`src/rtl/scc_tone_sequencer_pkg.sv`:
```
// Shared constants and types for the SCC tone sequencer (package scc_pkg).
package scc_pkg;

  localparam int unsigned SCC_CH_NUM   = 5;
  localparam int unsigned SCC_SLOT_NUM = 6;
  localparam int unsigned SCC_FREQ_W   = 12;
  localparam int unsigned SCC_PTR_W    = 5;
  localparam int unsigned SCC_MIX_W    = 15;
  localparam int unsigned SCC_SMP_W    = 8;
  localparam int unsigned SCC_VOL_W    = 4;
  localparam int unsigned SCC_PROD_W   = 12;

  typedef logic [2:0] scc_slot_t;

endpackage

```
`src/rtl/scc_tone_sequencer_if.sv`:
```
// Wave-RAM read bus between the tone sequencer (master) and the wave RAM (slave).
interface scc_wave_if import scc_pkg::*; ();

  scc_slot_t                    wave_id;
  logic [SCC_PTR_W-1:0]         wave_a;
  logic                         wave_rd;
  logic signed [SCC_SMP_W-1:0]  wave_q;
  logic                         wave_q_en;

  modport master (output wave_id, wave_a, wave_rd, input wave_q, wave_q_en);
  modport slave  (input wave_id, wave_a, wave_rd, output wave_q, wave_q_en);

endinterface

```
`src/rtl/scc_tone_sequencer_volume_mac.sv`:
```
// Stage 1 (sample x volume) and stage 2 (enable-gated accumulate) plus the
// frame-close register that publishes the five-channel mix on slot 0.
module scc_volume_mac import scc_pkg::*; (
  input  logic                         clk,
  input  logic                         reset,
  input  logic                         enable,
  input  scc_slot_t                    active,
  input  logic signed [SCC_SMP_W-1:0]  sample,
  input  logic [SCC_VOL_W-1:0]         reg_volume,
  input  logic                         reg_enable,
  input  logic                         mute,
  output logic signed [SCC_MIX_W-1:0]  mix_out,
  output logic                         mix_valid
);

  logic signed [SCC_PROD_W-1:0] product;
  logic signed [SCC_MIX_W-1:0]  acc;

  logic signed [SCC_PROD_W-1:0] smp_ext_c;
  logic signed [SCC_PROD_W-1:0] vol_ext_c;
  logic signed [SCC_PROD_W-1:0] prod_c;
  logic signed [SCC_MIX_W-1:0]  term_c;
  logic signed [SCC_MIX_W-1:0]  sum_c;

  // Volume is unsigned, so zero-extend it before the signed multiply.
  always_comb begin
    smp_ext_c = SCC_PROD_W'(sample);
    vol_ext_c = $signed(SCC_PROD_W'(reg_volume));
    prod_c    = smp_ext_c * vol_ext_c;
    term_c    = reg_enable ? SCC_MIX_W'(product) : '0;
    sum_c     = acc + term_c;
  end

  // Slot 1 carries the idle slot's stage 2, so nothing is added there.
  always_ff @(posedge clk) begin
    if (reset) begin
      product   <= '0;
      acc       <= '0;
      mix_out   <= '0;
      mix_valid <= 1'b0;
    end else begin
      mix_valid <= 1'b0;
      if (enable) begin
        product <= mute ? '0 : prod_c;
        if (active == scc_slot_t'(0)) begin
          mix_out   <= sum_c;
          mix_valid <= 1'b1;
          acc       <= '0;
        end else if (active != scc_slot_t'(1)) begin
          acc <= sum_c;
        end
      end
    end
  end

endmodule

```
`src/rtl/scc_tone_sequencer.sv`:
```
// SCC per-channel tone engine: slot sequencing, period counters, wave pointers.
// Optional SCC_LOW_FREQ_MUTE_EN freezes and mutes channels with frequency <= 8.
module scc_tone_sequencer import scc_pkg::*; #(
  parameter int unsigned CH_NUM   = SCC_CH_NUM,
  parameter int unsigned SLOT_NUM = SCC_SLOT_NUM
) (
  input  logic                         clk,
  input  logic                         reset,
  input  logic                         enable,
  output scc_slot_t                    active,
  input  logic [SCC_FREQ_W-1:0]        reg_frequency_count,
  input  logic [SCC_VOL_W-1:0]         reg_volume,
  input  logic                         reg_enable,
  input  logic                         reg_wave_reset,
  input  logic [CH_NUM-1:0]            clear_counter,
  scc_wave_if.master                   wave,
  output logic signed [SCC_MIX_W-1:0]  mix_out,
  output logic                         mix_valid
);

`ifdef SCC_LOW_FREQ_MUTE_EN
  localparam logic [SCC_FREQ_W-1:0] MUTE_FREQ_MAX = SCC_FREQ_W'(8);
`endif

  logic [SCC_FREQ_W-1:0]        cnt [CH_NUM];
  logic [SCC_PTR_W-1:0]         ptr [CH_NUM];
  logic signed [SCC_SMP_W-1:0]  sample;
  logic                         mute;
  logic                         rd_req;
  scc_slot_t                    rd_id;
  logic [SCC_PTR_W-1:0]         rd_addr;

  scc_slot_t                    slot_nxt_c;
  scc_slot_t                    ch_c;
  logic                         is_ch_c;
  logic                         hold_c;
  logic [SCC_FREQ_W-1:0]        cnt_nxt_c;
  logic [SCC_PTR_W-1:0]         ptr_nxt_c;

  // Stage 0 next values for the channel owning the current slot; clear beats zero-count.
  always_comb begin
    slot_nxt_c = (active == scc_slot_t'(SLOT_NUM - 1)) ? '0 : active + scc_slot_t'(1);
    is_ch_c    = active < scc_slot_t'(CH_NUM);
    ch_c       = is_ch_c ? active : '0;
    hold_c     = 1'b0;
`ifdef SCC_LOW_FREQ_MUTE_EN
    hold_c     = reg_frequency_count <= MUTE_FREQ_MAX;
`endif
    cnt_nxt_c  = cnt[ch_c];
    ptr_nxt_c  = ptr[ch_c];
    if (!hold_c) begin
      if (clear_counter[ch_c]) begin
        cnt_nxt_c = reg_frequency_count;
        if (reg_wave_reset) begin
          ptr_nxt_c = '0;
        end
      end else if (cnt[ch_c] == '0) begin
        cnt_nxt_c = reg_frequency_count;
        ptr_nxt_c = ptr[ch_c] + SCC_PTR_W'(1);
      end else begin
        cnt_nxt_c = cnt[ch_c] - SCC_FREQ_W'(1);
      end
    end
  end

  always_ff @(posedge clk) begin
    if (reset) begin
      active <= '0;
      for (int unsigned i = 0; i < CH_NUM; i++) begin
        cnt[i] <= '0;
        ptr[i] <= '0;
      end
      sample  <= '0;
      mute    <= 1'b0;
      rd_req  <= 1'b0;
      rd_id   <= '0;
      rd_addr <= '0;
    end else begin
      rd_req <= 1'b0;
      if (wave.wave_q_en) begin
        sample <= wave.wave_q;
      end
      if (enable) begin
        active <= slot_nxt_c;
        mute   <= is_ch_c & hold_c;
        if (is_ch_c) begin
          cnt[ch_c] <= cnt_nxt_c;
          ptr[ch_c] <= ptr_nxt_c;
          rd_req    <= 1'b1;
          rd_id     <= active;
          rd_addr   <= ptr[ch_c];
        end
      end
    end
  end

  assign wave.wave_rd = rd_req;
  assign wave.wave_id = rd_id;
  assign wave.wave_a  = rd_addr;

  scc_volume_mac u_mac (
    .clk        (clk),
    .reset      (reset),
    .enable     (enable),
    .active     (active),
    .sample     (sample),
    .reg_volume (reg_volume),
    .reg_enable (reg_enable),
    .mute       (mute),
    .mix_out    (mix_out),
    .mix_valid  (mix_valid)
  );

endmodule

```
`src/flat_wrapper.sv`:
```
// flat-port wrapper written by rule: the top's interface ports become plain ports
module scc_tone_sequencer_flat import scc_pkg::*;
#(
  parameter int unsigned CH_NUM   = SCC_CH_NUM,
  parameter int unsigned SLOT_NUM = SCC_SLOT_NUM
)
  (clk, reset, enable, active, reg_frequency_count, reg_volume, reg_enable, reg_wave_reset, clear_counter, mix_out, mix_valid, wave_wave_id, wave_wave_a, wave_wave_rd, wave_wave_q, wave_wave_q_en);
  scc_wave_if wave_i ();
  input  logic clk;
  input  logic reset;
  input  logic enable;
  output scc_slot_t active;
  input  logic [SCC_FREQ_W-1:0] reg_frequency_count;
  input  logic [SCC_VOL_W-1:0] reg_volume;
  input  logic reg_enable;
  input  logic reg_wave_reset;
  input  logic [CH_NUM-1:0] clear_counter;
  output logic signed [SCC_MIX_W-1:0] mix_out;
  output logic mix_valid;
  output wire logic [$bits(wave_i.wave_id)-1:0] wave_wave_id;
  output wire logic [$bits(wave_i.wave_a)-1:0] wave_wave_a;
  output wire logic [$bits(wave_i.wave_rd)-1:0] wave_wave_rd;
  input wire logic [$bits(wave_i.wave_q)-1:0] wave_wave_q;
  input wire logic [$bits(wave_i.wave_q_en)-1:0] wave_wave_q_en;
  assign wave_wave_id = wave_i.wave_id;
  assign wave_wave_a = wave_i.wave_a;
  assign wave_wave_rd = wave_i.wave_rd;
  assign wave_i.wave_q = wave_wave_q;
  assign wave_i.wave_q_en = wave_wave_q_en;
  scc_tone_sequencer #(.CH_NUM(CH_NUM), .SLOT_NUM(SLOT_NUM)) u_core (.clk(clk), .reset(reset), .enable(enable), .active(active), .reg_frequency_count(reg_frequency_count), .reg_volume(reg_volume), .reg_enable(reg_enable), .reg_wave_reset(reg_wave_reset), .clear_counter(clear_counter), .wave(wave_i), .mix_out(mix_out), .mix_valid(mix_valid));
endmodule
```
`config.mk`:
```
export PLATFORM = sky130hd
export DESIGN_NAME = scc_tone_sequencer_flat
export DESIGN_NICKNAME = d
export VERILOG_FILES = /design/src/rtl/scc_tone_sequencer_pkg.sv /design/src/rtl/scc_tone_sequencer_if.sv /design/src/rtl/scc_tone_sequencer_volume_mac.sv /design/src/rtl/scc_tone_sequencer.sv /design/src/flat_wrapper.sv
export SDC_FILE = /design/constraint.sdc
export NUM_CORES = 1
export LEC_CHECK = 0
export BUFFER_PORTS_ARGS = -buffer_cell sky130_fd_sc_hd__buf_4
export CORE_ASPECT_RATIO = 0.75
export CORE_MARGIN = 1.5
export CORE_UTILIZATION = 50
export DETAILED_ROUTE_END_ITERATION = 10
export PLACE_DENSITY = 0.68
export SLEW_MARGIN = 0
export SYNTH_ARGS = -nofsm -noshare
export SYNTH_HDL_FRONTEND = slang
export SYNTH_SLANG_ARGS = --single-unit
```
`constraint.sdc`:
```
create_clock -name clk -period 5 [get_ports clk]
set_clock_uncertainty 0.05 [all_clocks]
set_input_delay 0.25 -clock clk [delete_from_list [all_inputs] [get_ports clk]]
set_output_delay 0.25 -clock clk [all_outputs]
set_load 0.005 [all_outputs]
```
After elaboration in Yosys (flattened, before gate mapping)
Memory sizes are Yosys's and may differ from the RTL's.
Index checks and enable logic that the tools add are counted.
{"block": "totals", "ram_bits": 85, "rom_bits": 0, "wordCells": 55, "in_bits": 35, "latch_bits": 0, "mem_count": 2, "register_bits": 63}
{"memory": "u_core.cnt", "depth": 5, "word_bits": 12, "read_ports": 1, "rd_clocked_by_memory_dff": 0, "write_ports": 5, "line": "scc_tone_sequencer.sv:25", "rtl": "logic [SCC_FREQ_W-1:0] cnt [CH_NUM];"}
{"memory": "u_core.ptr", "depth": 5, "word_bits": 5, "read_ports": 1, "rd_clocked_by_memory_dff": 0, "write_ports": 5, "line": "scc_tone_sequencer.sv:26", "rtl": "logic [SCC_PTR_W-1:0] ptr [CH_NUM];"}
{"block": "op_classes", "n_mux": 25, "addsub": 4, "shifts": 0, "eq_ne": 2, "n_div": 0, "n_bitwise": 1, "magnitude_cmp": 2, "reduce_logical": 9, "n_mul": 1}
{"cell": "15-bit 2-to-1 mux", "n": 3}
{"cell": "12-bit 2-to-1 mux", "n": 3}
{"cell": "5-bit 2-to-1 mux", "n": 4}
{"cell": "15-bit adder", "n": 1}
{"cell": "12-bit zero test", "n": 1}
{"cell": "8-bit by 5-bit multiplier with 12-bit output", "n": 1}
{"cell": "3-bit 2-to-1 mux", "n": 4}
{"cell": "12-bit OR reduction", "n": 1}
{"cell": "12-bit by 1-bit subtractor with 12-bit output (second input constant)", "n": 1}
{"cell": "1-bit 2-to-1 mux", "n": 10}
{"cell": "2-bit AND reduction", "n": 3}
{"cell": "5-bit by 1-bit adder with 5-bit output (second input constant)", "n": 1}
{"cell": "5-bit OR reduction", "n": 1}
{"cell": "3-bit by 4-bit < comparator with 1-bit output (second input constant)", "n": 1}
{"cell": "3-bit by 1-bit adder with 3-bit output (second input constant)", "n": 1}
{"cell": "1-bit binary-select mux with 3-bit select", "n": 1}
{"cell": "3-bit == test (second input constant)", "n": 1}
{"cell": "3-bit zero test", "n": 1}
{"cell": "3-bit < comparator (second input constant)", "n": 1}
{"cell": "3-bit by 1-bit != test with 1-bit output (second input constant)", "n": 1}
{"cell": "2-bit nonzero test", "n": 1}
{"cell": "2-bit OR reduction", "n": 1}
{"cell": "1-bit NOT", "n": 1}

Logic depth before layout (Yosys ltp)
Gate-level depths: netlist (run 1).
{"block": "depth", "ltp_word": 7, "ltp_mapped": 14, "depth_no_buf": 14}

Hierarchy
Synthesis (run 1) repeated with hierarchy kept, for this count alone.
{"block": "unflattened", "hier_cells": 858, "area_unflattened_um2": 8777.2}
{"mod": "scc_tone_sequencer", "n_inst": 1, "cells_each": 452, "seq_area_each_um2": 2952.8, "area_per_inst_um2": 5330.1}
{"mod": "scc_volume_mac", "n_inst": 1, "cells_each": 406, "seq_area_each_um2": 860.8, "area_per_inst_um2": 3447.1}

Worst setup path after synthesis (run 1)
No wires, ideal clock.
{"block": "synth_path", "kind": "reg-to-reg", "start": "register u_core.sample[1]", "end": "register u_core.u_mac.product[10]", "period_less_slack_ns": 3.498, "setup_ns": 0.070, "arrival_time_ns": 3.377, "stages_incl_launch_ff": 15, "setup_slack_ns": 1.502, "required_ns": 4.880, "path_cell_list": "dfxtp_1 and2_1 ha_1 inv_1 fa_1 inv_1 fa_1 ha_1 a21o_1 a21oi_1 o21bai_1 a21o_1 a31oi_1 mux2_2 a21oi_1"}
{"block": "synth_via", "elab_chain_len": 1}
{"item": "start: declaration", "line": "scc_tone_sequencer.sv:27", "rtl": "logic signed [SCC_SMP_W-1:0] sample;"}
{"item": "start signal: assignment", "line": "scc_tone_sequencer.sv:81", "rtl": "sample <= wave.wave_q;"}
{"item": "8-bit by 5-bit multiplier with 12-bit output", "line": "scc_tone_sequencer_volume_mac.sv:29", "rtl": "prod_c = smp_ext_c * vol_ext_c;"}
{"item": "end signal: assignment", "line": "scc_tone_sequencer_volume_mac.sv:44", "rtl": "product <= mute ? '0 : prod_c;"}
{"item": "end: declaration", "line": "scc_tone_sequencer_volume_mac.sv:16", "rtl": "logic signed [SCC_PROD_W-1:0] product;"}
Every way passes these cells.
A chain may end at the register's enable or synchronous reset.

==> results of run 1 <==
-- synthesized netlist by cell type, types with 14 or more instances --
| master | count | area share (%) |
|---|---|---|
| a21oi_1 | 31 | 1.8 |
| nor2_1 | 129 | 5.6 |
| dfxtp_1 | 63 | 15 |
| a22oi_1 | 14 | 1.2 |
| ha_1 | 38 | 5.5 |
| inv_1 | 45 | 1.9 |
| fa_1 | 17 | 3.9 |
| clkbuf_1 | 23 | 0.99 |
| mux2i_1 | 37 | 4.3 |
| edfxtp_1 | 85 | 29 |
| and2_1 | 38 | 2.7 |
| xnor2_1 | 19 | 1.9 |
| o21ai_0 | 19 | 1.1 |
| nand3_1 | 15 | 0.86 |
| nor3_1 | 25 | 1.4 |
| nand2_1 | 47 | 2.0 |
-- what timing repair did --
action,CTS,global route
hold buffers,4,0
endpoints found under the hold margin,4,0
setup endpoints to repair,0,0
gates resized for setup,0,0
-- layer usage --
metal / routed length [µm] / global-route usage (%) / up-vias
met2: 8360 / 35.8 / 218
met3: 1440 / 4.16 / 24
met4: 279 / 7.17 / 0
met5: 0 / 0 / -
met1: 9830 / 33.6 / 3054
li1: - / - / 3098
-- critical path: stages, from the launching register on --
cell and delay (ns):
dfxtp_1 0.86, buf_4 0.42, nor2_8 0.14, mux2_2 0.32
a21oi_1 0.14, ha_1 0.26, and4b_1 0.31, a21oi_4 0.74
mux2i_4 0.42, nor2_1 0.08
-- through the flow --
step	hold slack, ns	instances	total power, mW	worst slack, ns	cell area [µm²]
after floorplan	0.318	835	1.86	1.50	8700
after global placement	0.393	1081	2.01	1.11	9270
after detailed placement	0.396	1081	2.02	1.05	9270
after CTS	0.00484	1117	3.38	1.00	9950
after global routing	0.0531	1117	3.50	0.782	9950
final	0.0119	1117	3.37	0.972	9950
-- worst min-delay path by stage --
stage | endpoint | depth (start not counted) | startpoint
after global placement | u_core.u_mac.mix_out[12] | 2 | u_core.u_mac.mix_out[12]
after global routing | u_core.sample[4] | 3 | wave_wave_q[4]
after detailed placement | u_core.u_mac.mix_out[12] | 2 | u_core.u_mac.mix_out[12]
after floorplan | u_core.wave.wave_rd | 1 | reset
final | u_core.sample[1] | 3 | wave_wave_q[1]
after CTS | u_core.sample[1] | 3 | wave_wave_q[1]
-- sequential cells by signal (all words and copies together), names as in the netlist --
| register | cells |
|---|---|
| u_core.cnt | 60 |
| u_core.sample | 8 |
| u_core.u_mac.product | 12 |
| u_core.wave.wave_a | 5 |
| u_core.u_mac.acc | 15 |
| u_core.wave.wave_id | 3 |
| u_core.ptr | 25 |
| u_core.u_mac.mix_valid | 1 |
| u_core.wave.wave_rd | 1 |
| u_core.u_mac.mix_out | 15 |
| u_core.active | 3 |
-- final cells by class --
class	instances	area share, %
well taps	215	2.70
multi-input cells	597	44.6
flip-flops and latches	148	38.3
clock buffers	25	5.74
inverters	45	1.70
clock inverters	7	0.779
repair buffers	80	6.13
-- logic make-up after synthesis --
family                   share of synthesized area (%)
multiplexers                                      9.93
flip-flops                                        43.9
XOR/XNOR                                          3.12
AO/OA/AOI/OAI                                     11.4
buffers and inverters                             5.06
adder cells (fa/ha/maj)                           9.38
AND/OR/NAND/NOR                                   17.2
-- power by group through the flow --
stage               sequential (mW)  clock (mW)  combinational, mW
floorplan                      1.40           0              0.463
global placement               1.42           0              0.592
detailed placement             1.42           0              0.596
CTS                            1.40        1.38              0.604
global route                   1.41        1.43              0.665
finish                         1.40        1.37              0.604
==> results.ini, run 1 <==
[worst_setup_path]
worst_setup_path_end_kind = flip-flop
reg2reg_to = u_core.cnt[4][7]
crit_path_start_kind = flip-flop
reg2reg_depth = 9
rr_startpoint = u_core.active[0]
path_class = flip-flop to flip-flop
worst-path-max-fanout = 21
crit_start = u_core.active[0]
required_ns = 5.10
cp-endpoint = u_core.cnt[4][7]
r2r_slack_ns = 0.97
cp.arrival_ns = 4.12

[die]
die_h_um = 117
initial_core_util_pct = 51.4
ios = 63
rows = 41
fp.dieW_um = 155
die_area_um2 = 18200
core_area_um2 = 16900

[grt]
grt_pass1_wl_mm = 32.3
grt-ovfl-total = 0
grt_max_degree = 61
globalRouteTotalUtil_pct = 23.2
grt_pass1_vias = 6120
grt_antenna_before_repair = 0

[clocking]
root_buffer = clkbuf_16
worstSkewPairLatency_ns = 0.43
cts.path.max_buffers = 2
clock-sinks = 148
htreeDepth = 4
cts_tree = done
cts_buffers = 17
clk_pin_slew_ns = 0.06
post_cts_buffers = 0

[cells_and_area]
layout_commonest_cell = nor2_1
layout_common_cells = nor2_1, edfxtp_1, buf_4
n_antenna_cell = 0
drive_above_1_share_pct = 16.3
final_nets = 979
fill_cells = 1442
multi_input_area_um2 = 4440
syn2layout_area_growth_pct = 14.5
regArea_um2 = 3810
fin_util_pct = 58.8

[detailed_routing]
viasPerCell = 5.72
first_iter_violations = 383
antenna_left = 0
wire_per_inst_um = 17.8
drt_first_pass_iters = 6
route.detailed.drc = 0
drt_wl_total_mm = 19.9
vias = 6394

[place]
post-dp-hpwl_mm = 13.2
place.port_buffers = 62
gp_congestion = 0.831

[sta]
fin_crit_ns = 4.03
min_period_over_period_pct = 80.6
fmaxAchievable_ghz = 0.248
final_max_slew_viol_count = 0
slew_headroom_pct = 23.5
setup_viol = 0
rsz0062_at_grt = no
setup_tns_ns = 0
worst_pin_slew_ns = 1.15
final_hold_viol_count = 0

[synthesis]
ys_async_sr_fraction_pct = 0
synth_cells = 835
synth_top_flop_cell = edfxtp_1
synth_nets = 925
syn_area_per_cell_um2 = 10.4
yosys_register_bits = 148
synth_edf_count = 85
ys_seq_area_share_pct = 43.9
ys_types = 75
ys_warn_count = 0
syn-cell-area_um2 = 8700

[power_and_ir_drop]
p_comb_share_pct = 17.9
vdd_drop_max_mv = 0.209
p_int_mw = 2.45
clkPwrFrac_pct = 40.7
switchingPower_mw = 0.922
leakage_nw = 4.20
swShare_pct = 27.4
seqPwrFrac_pct = 41.4
powerDensity_nw_per_um2 = 339

[job]
cap_violations = 0

[status]
status = complete, no violations

[worst_hold_path]
min_path_type = primary input to flip-flop

(Power assumes the default switching activity.)
==> run 2, diff against run 1 <==
ABC_AREA = 1   (was unset)
PLACE_DENSITY = 0.71   (was 0.68)
clock period = 3.4 ns   (was 5 ns; I/O delays follow)
==> results.ini, run 2 <==
[status]
status = complete, no violations

[die]
core_area_um2 = 17000
die_area_um2 = 18500
ios = 63
rows = 41
fp.dieW_um = 156
initial_core_util_pct = 51.8
die_h_um = 118

[cells_and_area]
fin_area_um2 = 10200
syn2layout_area_growth_pct = 16.0
reg.largest.list = u_core.cnt (60), u_core.ptr (25)
largest-register = u_core.cnt
layout_common_cells = nand2_1, inv_1, nor2_1
layout_commonest_cell = nand2_1
n_antenna_cell = 0
largest_reg_flops = 60
drive_above_1_share_pct = 13.9
fin_util_pct = 60.1
final_nets = 1280

[worst_hold_path]
min_from = wave_wave_q_en
holdPathStages = 3
min_path_type = primary input to flip-flop
min_to = u_core.sample[5]

[synthesis]
ys_async_sr_fraction_pct = 0
synth_edf_count = 85
ys_types = 45
ys_warn_count = 0
synth_top_area_share_pct = 28.9
synthTopCellsByArea = edfxtp_1, dfxtp_1, nand2_1, inv_1, nor2_1
syn-cell-area_um2 = 8830
synth_cells = 1116
syn_area_per_cell_um2 = 7.91
yosys_register_bits = 148
synth_top_flop_cell = edfxtp_1
ys_seq_area_share_pct = 43.2
synth.largest_area_cell = edfxtp_1
synth_nets = 1206
yosys-top-cells-count = nand2_1, inv_1, nor2_1
yosysMostFrequentCell = nand2_1

[grt]
grt_antenna_before_repair = 0
grt_pass1_wl_mm = 35.1
grt_max_degree = 30
globalRouteTotalUtil_pct = 24.4
grt_pass1_vias = 7172
grt-ovfl-total = 0

[clocking]
root_buffer = clkbuf_16
post_cts_buffers = 0
cts.path.max_buffers = 2
cts_tree = done
htreeDepth = 4
clock-sinks = 148
cts_buffers = 17
worstSkewPairLatency_ns = 0.43
clk_pin_slew_ns = 0.06

[detailed_routing]
drt_wl_total_mm = 21.5
wl_met2_mm = 10.3
vias = 7471
drt_first_pass_iters = 5
route.detailed.drc = 0
viasPerCell = 5.19
first_iter_violations = 378
wl_met1_mm = 9.72
route.met3.wl_mm = 1.02
highest_layer = met4
wire_per_inst_um = 15.0
antenna_left = 0

[power_and_ir_drop]
seqPwrFrac_pct = 41.7
p_int_mw = 3.44
p_comb_share_pct = 20.6
swShare_pct = 30.1
switchingPower_mw = 1.48
clkPwrFrac_pct = 37.7
leakage_nw = 5.03
powerDensity_nw_per_um2 = 480
vdd_drop_max_mv = 0.340

[sta]
final_max_slew_viol_count = 0
worst_pin_slew_ns = 0.988
fin_crit_ns = 3.24
rsz0062_at_grt = yes
fmaxAchievable_ghz = 0.309
final_hold_viol_count = 0
slew_headroom_pct = 33.9
min_period_over_period_pct = 95.3
setup_viol = 0

[place]
post-dp-hpwl_mm = 15.0
place.port_buffers = 62
place_area_um2 = 9550
gp_congestion = 0.925

[worst_setup_path]
cpPeakStageDelay_ns = 0.53
crit_path_start_kind = flip-flop
reg2reg_to = u_core.u_mac.product[9]
path_cells = nand2_1 -> inv_1 -> ha_1 -> inv_1 -> fa_1 -> inv_1 -> fa_1 -> ha_1 -> a21oi_1 -> o21ai_2 -> a21oi_2 -> o21ai_0 -> xor2_1 -> o21ai_0 -> inv_1
crit_path_top_delay_cell = fa_1
required_ns = 3.66
rr_startpoint = u_core.sample[2]
cpMostUsedCell = inv_1
worst-path-max-fanout = 5
reg2reg_depth = 15
path_class = flip-flop to flip-flop
cp.arrival_ns = 3.50
r2r_slack_ns = 0.16
worst_setup_path_end_kind = flip-flop

[job]
cap_violations = 0

==> run 2: through the flow <==
step                TNS (ns)  hold WS, ns  setup WS [ns]  instances  power, mW
floorplan                  0        0.255          0.196       1116       2.78
global placement           0        0.346          0.139       1399       3.06
detailed placement         0        0.351         0.0828       1399       3.07
CTS                        0      0.00624         0.0664       1439       4.92
global route         -0.0412       0.0301        -0.0184       1439       5.15
finish                     0       0.0309          0.160       1439       4.91
==> run 2: what timing repair did <==
item	in CTS	in global routing
hold endpoints to repair	8	0
gates resized for setup	0	11
endpoints found under the setup margin	0	5
hold buffers	8	0
==> run 2: cells by family (layout without fill, tap and decap cells) <==
group                    count (synthesis)  in the layout  share of synthesized area (%)
buffers and inverters                  203            290                           9.47
AO/OA/AOI/OAI                          135            135                           8.93
XOR/XNOR                                23             23                           2.28
flip-flops                             148            148                           43.2
AND/OR/NAND/NOR                        552            552                           26.9
adder cells (fa/ha/maj)                 55             55                           9.24
==> run 2: worst max-delay path by stage <==
stage,from,slack [ns],end
CTS,u_core.sample[3],0.07,u_core.u_mac.product[9]
global placement,reg_volume[2],0.14,u_core.u_mac.product[9]
finish,u_core.sample[2],0.16,u_core.u_mac.product[9]
global route,u_core.sample[2],-0.02,u_core.u_mac.product[8]
detailed placement,u_core.sample[3],0.08,u_core.u_mac.product[9]
floorplan,reg_volume[2],0.20,u_core.u_mac.product[9]
==> run 2: area by class of cell <==
cell class / instances / area [µm²]
fill: 1507 / 6800
inverter: 166 / 628
multi-input combinational: 765 / 4200
clock buffer: 22 / 487
sequential: 148 / 3820
clock inverter: 10 / 93.8
timing repair buffer: 92 / 711
tap: 236 / 295
==> run 2: power groups by stage <==
| stage | Sequential, mW | Clock [mW] | Combinational [mW] |
|---|---|---|---|
| finish | 2.05 | 1.85 | 1.01 |
| global route | 2.06 | 1.96 | 1.13 |
| CTS | 2.05 | 1.86 | 1.00 |
| detailed placement | 2.09 | 0 | 0.986 |
| global placement | 2.08 | 0 | 0.974 |
| floorplan | 2.07 | 0 | 0.715 |
==> run 2: per-layer routing <==
layer,GRT usage [%],vias to the layer above
met5,0,-
met4,7.92,0
met3,4.71,36
met2,40.8,198
met1,31.7,3528
li1,-,3709
==> run 2: critical path: cells and delay by family, from the launching register on <==
kind / cells / cell delay (ns)
AND/OR/NAND/NOR: 1 / 0.07
AO/OA/AOI/OAI: 5 / 0.75
buffers and inverters: 4 / 0.20
adder cells (fa/ha/maj): 4 / 1.58
flip-flops: 1 / 0.34
XOR/XNOR: 1 / 0.15
==> run 3, diff against run 2 <==
CELL_PAD_IN_SITES_DETAIL_PLACEMENT = 0   (was unset)
CELL_PAD_IN_SITES_GLOBAL_PLACEMENT = 1   (was unset)
CORE_UTILIZATION = 40   (was 50)
PLACE_DENSITY = unset   (was 0.71)
PLACE_DENSITY_LB_ADDON = 0.1   (was unset)
SYNTH_HIERARCHICAL = 1   (was unset)
==> results.ini, run 3 <==
[sta]
final_hold_viol_count = 0
rsz0062_at_grt = no
min_period_over_period_pct = 94.8
fmaxAchievable_ghz = 0.310
hold_slack_ns = 0.0169
setup_viol = 0
worst_pin_slew_ns = 0.808
setup_tns_ns = 0
slew_headroom_pct = 46.1
fin_crit_ns = 3.22
final_max_slew_viol_count = 0

[clocking]
cts.path.max_buffers = 2
worstSkewPairLatency_ns = 0.44
root_buffer = clkbuf_16
cts_tree = done
post_cts_buffers = 0
htreeDepth = 4
clock-sinks = 148
cts_buffers = 17
clk_pin_slew_ns = 0.06

[cells_and_area]
layout_common_cells = nand2_1, inv_1, nor2_1
regArea_um2 = 3820
reg.largest.list = u_core/cnt (60), u_core/ptr (25)
fill_cells = 2322
largest-register = u_core/cnt
syn2layout_area_growth_pct = 17.6
fin_util_pct = 47.8
multi_input_area_um2 = 4530
final_nets = 1429
drive_above_1_share_pct = 14.2
largest_reg_flops = 60
layout_commonest_cell = nand2_1
n_antenna_cell = 0
stdcell_count = 1652

[grt]
globalRouteTotalUtil_pct = 22.1
grt_pass1_wl_mm = 40.1
grt_pass1_vias = 7156
grt-ovfl-total = 0
grt_antenna_before_repair = 0
grt_max_degree = 47

[die]
die_h_um = 135
fp.dieW_um = 179
die_area_um2 = 24200
initial_core_util_pct = 40.6
core_area_um2 = 22900
ios = 63
rows = 48

[place]
placed_cells = 1610
place.port_buffers = 62
post-dp-hpwl_mm = 18.9
gp_congestion = 0.844

[worst_setup_path]
worst-path-max-fanout = 5
reg2reg_depth = 15
rr_startpoint = u_core/sample[3]
crit_path_start_kind = flip-flop
path_class = flip-flop to flip-flop
r2r_slack_ns = 0.18
required_ns = 3.64
worst_setup_path_end_kind = flip-flop
cp.arrival_ns = 3.47
reg2reg_to = u_core/u_mac/product[7]

[worst_hold_path]
min_to = u_core/sample[4]
holdPathStages = 3
min_path_type = primary input to flip-flop
min_from = wave_wave_q_en

[detailed_routing]
viasPerCell = 4.80
vias = 7934
drt_wl_total_mm = 25.8
first_iter_violations = 572
wire_per_inst_um = 15.6
route.detailed.drc = 0
drt_first_pass_iters = 5
antenna_left = 0

[power_and_ir_drop]
powerDensity_nw_per_um2 = 462
vdd_drop_max_mv = 0.378
leakage_nw = 5.54

[synthesis]
ys_async_sr_fraction_pct = 0
synth_top_area_share_pct = 27.5
yosys-top-cells-count = nand2_1, inv_1, nor2_1
ys_types = 43
syn_area_per_cell_um2 = 7.40
synth_cells = 1255
yosys_register_bits = 148
ys_seq_area_share_pct = 41.1
synthTopCellsByArea = edfxtp_1, nand2_1, dfxtp_1, inv_1, nor2_1
synth_top_flop_cell = edfxtp_1
syn-cell-area_um2 = 9290
synth.largest_area_cell = edfxtp_1
ys_warn_count = 6
synth_nets = 1345
synth_edf_count = 85
yosysMostFrequentCell = nand2_1

[status]
status = complete, no violations

[job]
cap_violations = 0

[run 3: kinds of logic after synthesis]
| group | after synthesis | synth area share [%] |
|---|---|---|
| XOR/XNOR | 11 | 1.04 |
| adder cells (fa/ha/maj) | 55 | 8.78 |
| AO/OA/AOI/OAI | 123 | 7.64 |
| other | 1 | 0.0404 |
| buffers and inverters | 244 | 10.5 |
| AND/OR/NAND/NOR | 673 | 30.9 |
| flip-flops | 148 | 41.1 |
[run 3: report_power, final]
group / internal (mW) / switching, mW
Sequential: 2.00 / 0.0468
Combinational: 0.368 / 0.722
Clock: 1.10 / 0.818
Total: 3.47 / 1.59
[run 3: final cells by class]
class | instances | share of cell area, %
clock inverters | 15 | 1.56
well taps | 300 | 3.43
inverters | 208 | 7.14
flip-flops and latches | 148 | 34.9
repair buffers | 101 | 7.63
multi-input cells | 863 | 41.4
clock buffers | 17 | 3.89
[run 3: stage by stage]
step           instance area [µm²]  setup WS [ns]  power, mW
2_1_floorplan                 9290          0.353       2.79
3_3_place_gp                 10200          0.194       3.15
3_5_place_dp                 10200          0.167       3.15
4_1_cts                      10900          0.152       5.09
5_1_grt                      10900        0.00236       5.30
6_report                     10900          0.178       5.05
[run 3: what timing repair did]
action,in CTS,in global routing
gates resized for setup,0,7
setup endpoints to repair,0,2
hold buffers,10,0
endpoints found under the hold margin,9,0
[run 3: worst max-delay path by stage]
| stage | startpoint | endpoint | slack [ns] | cells past startpoint |
|---|---|---|---|---|
| 2_1_floorplan | reg_volume[3] | u_core/u_mac/product[7] | 0.35 | 14 |
| 3_3_place_gp | u_core/sample[2] | u_core/u_mac/product[7] | 0.19 | 15 |
| 3_5_place_dp | u_core/sample[2] | u_core/u_mac/product[7] | 0.17 | 15 |
| 4_1_cts | u_core/sample[2] | u_core/u_mac/product[7] | 0.15 | 15 |
| 5_1_grt | u_core/active[1] | u_core/cnt[1][6] | 0.002 | 16 |
| 6_report | u_core/sample[3] | u_core/u_mac/product[7] | 0.18 | 15 |
[run 3: worst max-delay path: stages, from the launching register on]
cell and delay, ns:
dfxtp_2 0.35, nand2_1 0.07, inv_1 0.04, ha_1 0.31, fa_1 0.53, inv_1 0.05, fa_1 0.53, inv_1 0.04
ha_1 0.35, nand2_1 0.11, inv_1 0.04, nand2_1 0.07, nand3_2 0.11, or2_2 0.29, nand3_1 0.08, a21oi_1 0.06
[run 3: metal layers]
layer | share of wire, % | track usage [%] | vias up
met1 | 53 | 34.7 | 3619
li1 | - | - | 4114
met5 | 0 | 0 | -
met2 | 41 | 30.9 | 180
met3 | 4.9 | 3.77 | 21
met4 | 1.1 | 5.56 | 0
